**config.mk**
```make
export PLATFORM = sky130hd
export DESIGN_NAME = mem_port_arbiter
export DESIGN_NICKNAME = d
export VERILOG_FILES = /design/src/rtl/types_pkg.sv /design/src/rtl/mem_port_arbiter.sv
export SDC_FILE = /design/constraint.sdc
export NUM_CORES = 1
export LEC_CHECK = 0
export CAP_MARGIN = 20
export CORE_MARGIN = 4
export CORE_UTILIZATION = 34
export DETAILED_ROUTE_END_ITERATION = 8
export PLACE_DENSITY_LB_ADDON = 0.25
export REMOVE_ABC_BUFFERS = 1
export SKIP_LAST_GASP = 1
export SLEW_MARGIN = 20
export SYNTH_ARGS = -nofsm -noshare
export SYNTH_HDL_FRONTEND = slang
export SYNTH_SLANG_ARGS = --single-unit
```
**constraint.sdc**
```tcl
create_clock -name clk -period 1.9 [get_ports clk]
set_clock_uncertainty 0.1 [all_clocks]
set_input_delay 0.19 -clock clk [delete_from_list [all_inputs] [get_ports clk]]
set_output_delay 0.19 -clock clk [all_outputs]
set_load 0.01 [all_outputs]
```
**src/rtl/types_pkg.sv**
```systemverilog
// Types shared by the memory-port arbiter and the blocks that sit beside it in Top.
package types_pkg;

    typedef enum logic [1:0] {
        IDLE   = 2'b00,
        BUSY_I = 2'b01,
        BUSY_D = 2'b10
    } arb_state_t;

    localparam int STREAK_W = 4;

endpackage

```
**src/rtl/mem_port_arbiter.sv**
```systemverilog
// Shares one memory port between instruction fetch and the data stage. Data wins
// ties until it has held off a waiting fetch for MAX_DSTREAK consecutive grants.
module mem_port_arbiter
    import types_pkg::*;
#(
    parameter int XLEN        = 32,
    parameter int MAX_DSTREAK = 4
) (
    input  logic              clk,
    input  logic              reset,
    input  logic              i_req,
    input  logic [XLEN-1:0]   i_addr,
    output logic [XLEN-1:0]   i_rdata,
    output logic              i_valid,
    input  logic              d_req,
    input  logic              d_we,
    input  logic [XLEN/8-1:0] d_be,
    input  logic [XLEN-1:0]   d_addr,
    input  logic [XLEN-1:0]   d_wdata,
    output logic [XLEN-1:0]   d_rdata,
    output logic              d_valid,
    output logic              mem_req,
    output logic              mem_we,
    output logic [XLEN/8-1:0] mem_be,
    output logic [XLEN-1:0]   mem_addr,
    output logic [XLEN-1:0]   mem_wdata,
    input  logic [XLEN-1:0]   mem_rdata,
    input  logic              mem_ready,
    output logic              stall_i,
    output logic              stall_d
);

    localparam int                  BE_W       = XLEN / 8;
    localparam logic [STREAK_W-1:0] STREAK_MAX = STREAK_W'(MAX_DSTREAK);

    arb_state_t          r_state;
    arb_state_t          w_state_next;
    logic [STREAK_W-1:0] r_streak;
    logic [STREAK_W-1:0] w_streak_next;
    logic                w_grant_i;
    logic                w_grant_d;
    logic                w_done;

    logic                r_mem_req;
    logic                r_mem_we;
    logic [BE_W-1:0]     r_mem_be;
    logic [XLEN-1:0]     r_mem_addr;
    logic [XLEN-1:0]     r_mem_wdata;

    always_comb begin
        w_state_next  = r_state;
        w_streak_next = r_streak;
        w_grant_i     = 1'b0;
        w_grant_d     = 1'b0;
        case (r_state)
            IDLE: begin
                if (i_req && d_req) begin
                    if (r_streak == STREAK_MAX) begin
                        w_grant_i = 1'b1;
                    end else begin
                        w_grant_d = 1'b1;
                    end
                end else if (i_req) begin
                    w_grant_i = 1'b1;
                end else if (d_req) begin
                    w_grant_d = 1'b1;
                end

                if (w_grant_i) begin
                    w_state_next = BUSY_I;
                end else if (w_grant_d) begin
                    w_state_next = BUSY_D;
                end

                // The streak only measures how long a fetch has actually been kept waiting.
                if (!i_req || w_grant_i) begin
                    w_streak_next = '0;
                end else if (w_grant_d && (r_streak < STREAK_MAX)) begin
                    w_streak_next = r_streak + STREAK_W'(1);
                end
            end
            BUSY_I, BUSY_D: begin
                if (mem_ready) begin
                    w_state_next = IDLE;
                end
            end
            default: begin
                w_state_next = IDLE;
            end
        endcase
    end

    always_ff @(posedge clk) begin
        if (!reset) begin
            r_state     <= IDLE;
            r_streak    <= '0;
            r_mem_req   <= 1'b0;
            r_mem_we    <= 1'b0;
            r_mem_be    <= '0;
            r_mem_addr  <= '0;
            r_mem_wdata <= '0;
        end else begin
            r_state   <= w_state_next;
            r_streak  <= w_streak_next;
            r_mem_req <= (w_state_next != IDLE);
            if (w_grant_i) begin
                r_mem_we    <= 1'b0;
                r_mem_be    <= '1;
                r_mem_addr  <= i_addr;
                r_mem_wdata <= '0;
            end else if (w_grant_d) begin
                r_mem_we    <= d_we;
                r_mem_be    <= d_be;
                r_mem_addr  <= d_addr;
                r_mem_wdata <= d_wdata;
            end
        end
    end

    // A completion seen while reset is low is dropped; the requester re-issues.
    assign w_done = mem_ready & reset;

    assign i_valid = (r_state == BUSY_I) & w_done;
    assign d_valid = (r_state == BUSY_D) & w_done;
    assign i_rdata = i_valid ? mem_rdata : '0;
    assign d_rdata = d_valid ? mem_rdata : '0;

    assign stall_i = i_req & ~i_valid;
    assign stall_d = d_req & ~d_valid;

    assign mem_req   = r_mem_req;
    assign mem_we    = r_mem_we;
    assign mem_be    = r_mem_be;
    assign mem_addr  = r_mem_addr;
    assign mem_wdata = r_mem_wdata;

endmodule

```
==> reports/results.tsv <==
stage	metric	value	unit
floorplan	Die Ht	109.7	um
sta	Slew HR	0.8043	
route	uppermost layer routed	met5	
clock_tree	clock slew at reported path FFs	0.08	ns
worst_hold_path	HP Start	d_wdata[1]	
route	routed vias	4291	
setup_path	Reg2Reg Depth	7	
sta	Hold Vio Cnt, Final	0	
synthesis	average size of a mapped cell	7.561	um2
synthesis	Synth top area share	0.4327	
synthesis	Synth warnings	0	
synthesis	Netlist Area Pre-Place	0.003516	mm2
sta	fin. max-slew vios	0	
run_status	outcome	finished, violations left	
power_and_ir_drop	LEAKAGE	0.002748	uW
setup_path	count of buffer and inverter cells on the critical path	3	
clock_tree	H-Tree Depth	3	
clock_tree	number of CTS-inserted buffers	9	
clock_tree	cts hold-fix bufs	0	
global_route	pin count of the biggest net entering global routing	52	
flow_run	max_cap viols	0	
floorplan	num rows	36	
final_layout	FF+latch area	0.001526	mm2
floorplan	die width	109.7	um
setup_path	RR Endpoint	mem_addr[13]	
synthesis	count of cell types in the netlist	25	
final_layout	multi-input combinational cell area	0.001942	mm2
route	Metal-1 WL	5194	um
route	met2 wire length	7762	um
power_and_ir_drop	Max rail drop VDD	0.5474	mV
placed_design	estimated wirelength of the detail-placed design	11000	um
route	drt drc	0	
setup_path	Req. time, crit path	1.61	ns
final_layout	Post-Layout Cell Count	882	
placed_design	gpl congestion	0.8066	
synthesis	Synth area leaders	dfxtp_1 43%, nand2_1 15%, and2_1 11%	
placed_design	I/O Buffers	275	
final_layout	layout cell share with drive strength beyond 1	0.2115	
floorplan	CORE AREA	0.009910	mm2
route	antenna-violating nets left	0	
floorplan	initial core utilization	0.3548	
floorplan	Total Die Area	0.01203	mm2
route	WL met3	1770	um
global_route	first-pass GRT wire length	20720	um
floorplan	number of I/O pins	276	
setup_path	CP endpoint	i_rdata[14]	
global_route	global-route usage over all layers	0.2252	
synthesis	sequential-to-total area share from yosys stat	0.4327	
clock_tree	Clock Latency Late Sink	0.35	ns
sta	RSZ-0062 raised after global routing	true	
clock_tree	CTS max path bufs	2	
setup_path	Crit. End Element	output port	
setup_path	Max stage delay on crit path	0.64	ns
setup_path	CP max stage cell	clkdlybuf4s50_1	
synthesis	Seq cells post-synth	76	
global_route	antenna violations before repair	3	
clock_tree	CTS tree	yes	
setup_path	crit-path max FO	8	
route	drt via density	4.865	
power_and_ir_drop	Power Total	4213	uW
final_layout	final-layout fill cell count	818	
setup_path	CP top delay family	buffers and inverters	
sta	min cycle time layout	1.958	ns
setup_path	FF-to-FF setup slack	0.15	ns
sta	worst setup margin	-0.05844	ns
placed_design	dpl ws	-0.2171	ns
placed_design	placed instance count	854	
route	DRT Pass-1 Iters	4	
sta	Fmax	0.5106	GHz
setup_path	crit-path cells	clkdlybuf4s50_1, and3_4, clkbuf_16, and2_1, buf_2	
setup_path	Crit. path cell count	5	
setup_path	CP Class	input port to output port	
route	Routed WL	15300	um
route	Starting DRT DRC Count	229	
clock_tree	clock root cell	clkbuf_8	
sta	crit share post-route	1.031	
setup_path	r2r startpoint	r_streak[0]	
synthesis	Yosys top cell by area	dfxtp_1	
sta	worst-margin pin slew	0.2927	ns
final_layout	Nets	886	
clock_tree	CTS Sinks	76	
route	DR WL/cell	17.34	um
power_and_ir_drop	Pwr Density	619.5	mW/mm2
setup_path	Critical Path Source	reset	
global_route	vias in the first global route	4135	
global_route	grt ovf	0	
sta	setup violators final	19	
worst_hold_path	HP Class	input port to flip-flop	
setup_path	crit start category	input port	
synthesis	Cells after Synth	465	
final_layout	synthesis-to-layout area growth	93.42	%
setup_path	arrival time worst endpoint	1.67	ns
run_status	failing checks	setup timing	
cell usage in the layout, fill, tap and decap left out, drive strengths merged:
cell,instances
clkinvlp,4
xnor2,1
and3,5
nor2b,4
and2,64
nor3b,2
nand2,142
clkinv,2
inv,6
nor2,7
nand2b,1
clkdlybuf4s50,207
nand3b,1
nand3,2
o21ai,33
clkdlybuf4s15,4
a21o,3
a21oi,38
dfxtp,76
diode,2
clkbuf,15
and4b,1
a31oi,37
buf,84
or2,1
ha,6
dlygate4sd2,1
stage by stage:
stage | instance area (um2) | hold WS (ns) | setup TNS [ns] | util
after floorplan | 3329 | 0.2260 | -60.20 | -
after global routing | 6800 | 0.2693 | -2.521 | 0.6862
final | 6800 | 0.2748 | -0.4002 | 0.6862
after global placement | 6497 | 0.3358 | -9.128 | 0.6557
after CTS | 6675 | 0.2551 | -3.134 | 0.6736
after detailed placement | 6497 | 0.3492 | -11.24 | 0.6557
cell type report:
| cell class | instances | area share |
|---|---|---|
| clock inverter | 6 | 0.005888 |
| antenna | 2 | 0.0007360 |
| sequential | 76 | 0.2245 |
| timing repair buffer | 301 | 0.4350 |
| inverter | 6 | 0.003680 |
| tap | 133 | 0.02447 |
| multi-input combinational | 348 | 0.2856 |
| clock buffer | 10 | 0.02024 |
registers in the layout (all words and copies together) (netlist names):
register,flops
mem_addr,32
mem_wdata,32
mem_be,4
r_streak,4
r_state,2
mem_req,1
mem_we,1
power by group:
part | switching, uW | internal [uW]
Combinational | 553 | 731
Sequential | 74.9 | 1730
Clock | 618 | 504
timing repair:
item | CTS | global route
cloned | 1 | 7
gates resized for setup | 228 | 109
setup endpoints to repair | 68 | 135
buffers inserted | 1 | 2
pin swaps | 0 | 14
cells in the mapped netlist (all sizes together):
cell    number
o21ai       33
and2        64
nor3b        2
nand2      142
dfxtp       76
and4b        1
ha           6
a21o         3
a31oi       37
nand3b       1
nand3        2
clkbuf      20
buf         18
nand2b       1
and3         2
inv          6
a21oi       38
or2          1
xnor2        1
nor2b        4
nor2         7
cells by family after synthesis:
| group | Yosys count | synth area share |
|---|---|---|
| and+or+nand+nor | 227 | 0.3000 |
| adders and majority gates | 6 | 0.02135 |
| buffers and inverters | 44 | 0.05943 |
| xor gates and xnor gates | 1 | 0.002492 |
| AOI/OAI and AO/OA | 111 | 0.1840 |
| DFF | 76 | 0.4327 |
worst min-delay path by stage:
stage                    end  slack [ns]  cells past startpoint
2_1_floorplan   mem_wdata[0]        0.23                      2
3_3_place_gp     r_streak[3]        0.34                      2
3_5_place_dp   mem_wdata[18]        0.35                      2
4_1_cts        mem_wdata[31]        0.26                      3
5_1_grt        mem_wdata[22]        0.27                      3
6_report        mem_wdata[1]        0.27                      3
tightest hold or removal path: cells and delay by family:
| family | cells | cell delay (ns) |
|---|---|---|
| AOI/OAI and AO/OA | 1 | 0.05 |
| buffers and inverters | 1 | 0.40 |
| and+or+nand+nor | 1 | 0.05 |
metal layers:
metal  global-route usage  vias up
li1                     -     2085
met4               0.1202        2
met1               0.2188     1955
met2               0.3941      210
met3               0.1069       39
met5                    0        -
Power figures use the tool's default switching activity.
